[src/rtl/fft_frame_ctrl.sv]
// Ping-pong frame scheduler: fills one sample bank from the ADC, hands the
// other to the FFT core, then plays the processed bank out to the DAC.
module fft_frame_ctrl #(
  parameter int N_PNT  = 256,
  parameter int ADDR_W = 8,
  parameter int DATA_W = 16
) (
  input  logic              iCLK,
  input  logic              iRESET,
  input  logic              iADC_RDY,
  input  logic [DATA_W-1:0] iADC_DATA,
  output logic              oWR_EN,
  output logic              oWR_BANK,
  output logic [ADDR_W-1:0] oWR_ADDR,
  output logic [DATA_W-1:0] oWR_DATA,
  output logic              oFFT_START,
  output logic              oFFT_BANK,
  input  logic              iFFT_DONE,
  output logic [ADDR_W-1:0] oRD_ADDR,
  output logic              oDAC_EN,
  input  logic              iDAC_BUSY,
  input  logic              iOVF_CLR,
  output logic              oOVF,
  output logic [15:0]       oFRAME_CNT,
  output logic [2:0]        dbg_state
);

  // Handshakes are single-cycle pulses with no back-pressure: iADC_RDY and
  // iFFT_DONE are acted on in the cycle they are high; oFFT_START and oDAC_EN
  // are high for exactly one cycle. iDAC_BUSY is the only level-sensitive
  // flow control and only gates the step from PLAY_GAP to the next read.
  typedef enum logic [2:0] {
    S_IDLE     = 3'd0,
    S_FFT_RUN  = 3'd1,
    S_PLAY_RD  = 3'd2,
    S_PLAY_EN  = 3'd3,
    S_PLAY_GAP = 3'd4
  } state_t;

  localparam logic [ADDR_W-1:0] LAST = ADDR_W'(N_PNT - 1);

  state_t            state, state_nxt;
  logic [ADDR_W-1:0] wr_ptr;
  logic [ADDR_W-1:0] rd_ptr, rd_ptr_nxt;
  logic              fill_bank;
  logic              frame_done, rd_last, accept, take, drop;

  assign frame_done = iADC_RDY && (wr_ptr == LAST);
  assign rd_last    = (rd_ptr == LAST);
  // A playback finishing in this very cycle frees the processing bank.
  assign accept     = (state == S_IDLE) || ((state == S_PLAY_EN) && rd_last);
  assign take       = frame_done && accept;
  assign drop       = frame_done && !accept;

  assign oDAC_EN   = (state == S_PLAY_EN);
  assign dbg_state = state;

  always_comb begin
    state_nxt  = state;
    rd_ptr_nxt = rd_ptr;
    case (state)
      S_IDLE: ;
      S_FFT_RUN: begin
        if (iFFT_DONE) begin
          state_nxt  = S_PLAY_RD;
          rd_ptr_nxt = '0;
        end
      end
      S_PLAY_RD: state_nxt = S_PLAY_EN;
      S_PLAY_EN: begin
        if (rd_last) begin
          state_nxt = S_IDLE;
        end else begin
          state_nxt  = S_PLAY_GAP;
          rd_ptr_nxt = rd_ptr + 1'b1;
        end
      end
      S_PLAY_GAP: begin
        if (!iDAC_BUSY) state_nxt = S_PLAY_RD;
      end
      default: state_nxt = S_IDLE;
    endcase
    if (take) state_nxt = S_FFT_RUN;
  end

  always_ff @(posedge iCLK or negedge iRESET) begin
    if (!iRESET) begin
      state    <= S_IDLE;
      rd_ptr   <= '0;
      oRD_ADDR <= '0;
    end else begin
      state  <= state_nxt;
      rd_ptr <= rd_ptr_nxt;
      // The read address only moves on entry to PLAY_RD and holds elsewhere.
      if (state_nxt == S_PLAY_RD) oRD_ADDR <= rd_ptr_nxt;
    end
  end

  always_ff @(posedge iCLK or negedge iRESET) begin
    if (!iRESET) begin
      wr_ptr    <= '0;
      fill_bank <= 1'b0;
      oWR_EN    <= 1'b0;
      oWR_BANK  <= 1'b0;
      oWR_ADDR  <= '0;
      oWR_DATA  <= '0;
    end else begin
      oWR_EN <= iADC_RDY;
      if (iADC_RDY) begin
        oWR_BANK <= fill_bank;
        oWR_ADDR <= wr_ptr;
        oWR_DATA <= iADC_DATA;
        wr_ptr   <= frame_done ? '0 : wr_ptr + 1'b1;
      end
      if (take) fill_bank <= ~fill_bank;
    end
  end

  always_ff @(posedge iCLK or negedge iRESET) begin
    if (!iRESET) begin
      oFFT_START <= 1'b0;
      oFFT_BANK  <= 1'b0;
      oFRAME_CNT <= '0;
      oOVF       <= 1'b0;
    end else begin
      oFFT_START <= take;
      if (take) begin
        oFFT_BANK  <= fill_bank;
        oFRAME_CNT <= oFRAME_CNT + 16'd1;
      end
      // A dropped frame in the same cycle as a clear leaves the flag set.
      if (drop)          oOVF <= 1'b1;
      else if (iOVF_CLR) oOVF <= 1'b0;
    end
  end

endmodule

[config.mk]
export PLATFORM = sky130hd
export DESIGN_NAME = fft_frame_ctrl
export DESIGN_NICKNAME = d
export VERILOG_FILES = /design/src/rtl/fft_frame_ctrl.sv
export SDC_FILE = /design/constraint.sdc
export NUM_CORES = 1
export LEC_CHECK = 0
export ABC_AREA = 1
export BUFFER_PORTS_ARGS = -buffer_cell sky130_fd_sc_hd__buf_4
export CORE_ASPECT_RATIO = 0.8
export CORE_MARGIN = 5
export CORE_UTILIZATION = 39
export DETAILED_ROUTE_END_ITERATION = 8
export GPL_TIMING_DRIVEN = 0
export HOLD_SLACK_MARGIN = 0.03
export PLACE_DENSITY = 0.72
export SKIP_LAST_GASP = 1
export SLEW_MARGIN = 20
export SYNTH_ARGS = -nofsm -noshare
export SYNTH_HDL_FRONTEND = slang
export SYNTH_SLANG_ARGS = --single-unit
[constraint.sdc]
create_clock -name iCLK -period 1.35 [get_ports iCLK]
set_input_delay 0.27 -clock iCLK [delete_from_list [all_inputs] [get_ports iCLK]]
set_output_delay 0.27 -clock iCLK [all_outputs]
set_load 0.02 [all_outputs]
==> summary.txt <==
gp weighted congestion -> 0.850
Max Fclk -> 666 MHz
clock sinks -> 73
Buf/Inv on CP -> 4
Final Cell Area -> 0.00507 mm²
dpl cells -> 608
Fillers -> 723
Setup CP Type -> flip-flop to output port
status -> finished with violations
DRC viols -> 0
number of port buffers -> 78
crit path time final -> 1.50 ns
Final Hold Fails -> 0
layout cell share with drive strength beyond 1 -> 38.3%
crit path DAT -> 1.23 ns
CP max FO -> 5
fin crit share -> 111%
Avg Synthesized Cell Area -> 8.36 µm²
DR vias -> 3,152
CP top delay family -> flip-flops
Layout Utilization -> 59.0%
Setup Viol. Count Final -> 36
leakage dissipation -> 2.61 nW
FF/Latch Area -> 0.00184 mm²
Die Wd -> 116 µm
syn nets -> 443
Synth top area share -> 52.3%
Tot Pwr -> 7.41 mW
Syn. warnings -> 0
initial antenna violation count -> 0
area growth from synthesis to layout -> 45.2%
PnR worst setup slack -> -0.152 ns
max-cap violations -> 0
Avg WL per Cell -> 13.4 µm
failing checks -> negative setup slack
antenna cells -> 0
CTS tree -> yes
post-synthesis cell count -> 418
Row Count -> 30
Rel. slew slack -> 38.0%
Worst Max-Slew Pin Slew -> 0.931 ns
Post-Syn Area -> 0.00349 mm²
grt total ovfl -> 0
skew final -> 0.0203 ns
Placement Setup Slack -> -0.179 ns
vias per cell -> 4.75
first-pass GRT wire length -> 14,600 µm
Yosys reg bits -> 73
Worst-Skew Late Latency -> 0.35 ns
Worst EP required -> 1.08 ns
critical path's largest stage delay -> 0.44 ns
DP Area -> 0.00424 mm²
Critical-path top delay cell -> dfrtp_2
Layout Nets -> 571
vias in the first global route -> 3,122
Final Max Slew Viols -> 0
post-synthesis sequential area ratio -> 52.3%
DIE AREA -> 0.0110 mm²
Post-synth ARST share -> 100%
non-filler cells, final -> 663
top cells by area, synth -> dfrtp_1 52%, nand2_1 19%, nand3_1 4.4%, inv_1 3.1%, nor2_1 2.7%
Die H -> 94.7 µm
First DRT Iteration DRCs -> 133
Critical Path Sink Type -> output port
Post-synth top flop -> dfrtp_1
RSZ-0062 raised after global routing -> true
Distinct cells, synth -> 31
Core Box Area -> 0.00860 mm²
area of the multi-input gates -> 0.00168 mm²
H-tree Lvls -> 3
Post-synth EDFFs -> 0
CP Launch Type -> flip-flop
Hold Crit Class -> primary input to asynchronous set/reset pin
leading area contributor after synthesis -> dfrtp_1
final WL -> 8890 µm
# IOs -> 79
DP Wirelength -> 5710 µm
count leader, synth -> nand2_1
Pwr Density -> 1460 mW/mm²
Clock Path Buffers -> 2
total CTS buffers -> 9
DR pass1 iterations -> 4
pin count of the biggest net entering global routing -> 74
Max rail drop VDD -> 0.771 mV
Clock transition at path regs -> 0.09 ns
setup TNS -> -2.73 ns
number of nets with antenna violations after routing -> 0
CP cell instances -> inv_4 > nand3_4 > inv_4 > buf_6 > buf_6
initial core utilization -> 40.6%
Total GRT Usage -> 16.5%
hold slack -> 0.0690 ns
root buf cell -> clkbuf_8
most frequent cells after synthesis -> 175 x nand2_1, 73 x dfrtp_1, 31 x nand3_1, 29 x inv_1, 25 x nor2_1
[metal layers]
metal | vias up | routed length (µm) | track usage (%)
li1 | 1578 | - | -
met1 | 1482 | 4040 | 21.0
met2 | 78 | 4140 | 26.5
met3 | 14 | 580 | 5.83
met4 | 0 | 129 | 4.73
met5 | - | 0 | 0
[layout make-up]
| cell class | count | area share (%) |
|---|---|---|
| plain buffers | 9 | 1.78 |
| clock inverters | 6 | 1.31 |
| inverters | 35 | 3.01 |
| multi-input cells | 300 | 33.1 |
| flip-flops and latches | 73 | 36.2 |
| well taps | 112 | 2.76 |
| repair buffers | 118 | 19.2 |
| clock buffers | 10 | 2.71 |
[worst reg2reg max path: stages, from the launching register on]
cell and delay [ns]:
dfrtp_1 0.41, ha_4 0.17, nand2_4 0.06, nor2_8 0.13, nand3_4 0.09, nand2_4 0.10
nand2_8 0.11, clkbuf_16 0.19, nand2_2 0.05, nand2_1 0.05
[power breakdown]
| group | internal, mW | switching, mW |
|---|---|---|
| Combinational | 1.21 | 1.45 |
| Sequential | 2.61 | 0.366 |
| Clock | 0.911 | 0.852 |
[sequential cells by signal, indices dropped and copies added (netlist names)]
register	cells
oFFT_BANK	1
oWR_BANK	1
oFFT_START	1
oRD_ADDR	8
fill_bank	1
wr_ptr	8
oWR_ADDR	8
oWR_EN	1
rd_ptr	8
oWR_DATA	16
oFRAME_CNT	16
dbg_state	3
oOVF	1
[what timing repair did]
action | 4_1_cts | 5_1_grt
hold buffers | 0 | 0
gates resized for setup | 31 | 52
hold endpoints to repair | 0 | 0
endpoints found under the setup margin | 36 | 40
cloned | 2 | 1
buffers inserted | 24 | 14
pin swaps | 11 | 28
[kinds of logic (layout without fill, tap and decap cells)]
logic type      Yosys count  count (layout)  share of synthesized area, %
simple gates            257             257                          32.6
flops                    73              73                          52.3
buf+inv                  45             178                          6.16
compound gates           25              25                          4.15
xor+xnor                 15              15                          3.76
fa+ha+maj                 3               3                          1.07
[cells in the final DEF (no fill, tap or decap), drive strengths merged, types with 4 or more instances in the layout]
cell type	n
buf	120
clkbuf	17
clkinv	4
dfrtp	73
inv	35
nand2	180
nand3	34
nand4	8
nor2	28
o21ai	19
xnor2	9
xor2	6
[worst paths after layout]
kind,startpoint,end,slack (ns),cells past startpoint
worst max register to register,rd_ptr[0],oFRAME_CNT[7],-0.12,9
max in group asynchronous,iRESET,oFRAME_CNT[0],0.62,1
worst min-delay path,iRESET,oWR_DATA[3],0.07,1
worst max-delay path,dbg_state[2],oDAC_EN,-0.15,5
worst min register to register,oWR_DATA[0],oWR_DATA[0],0.48,2
min in group iCLK,iADC_RDY,oWR_EN,0.09,1
Power figures use the tool's default switching activity.
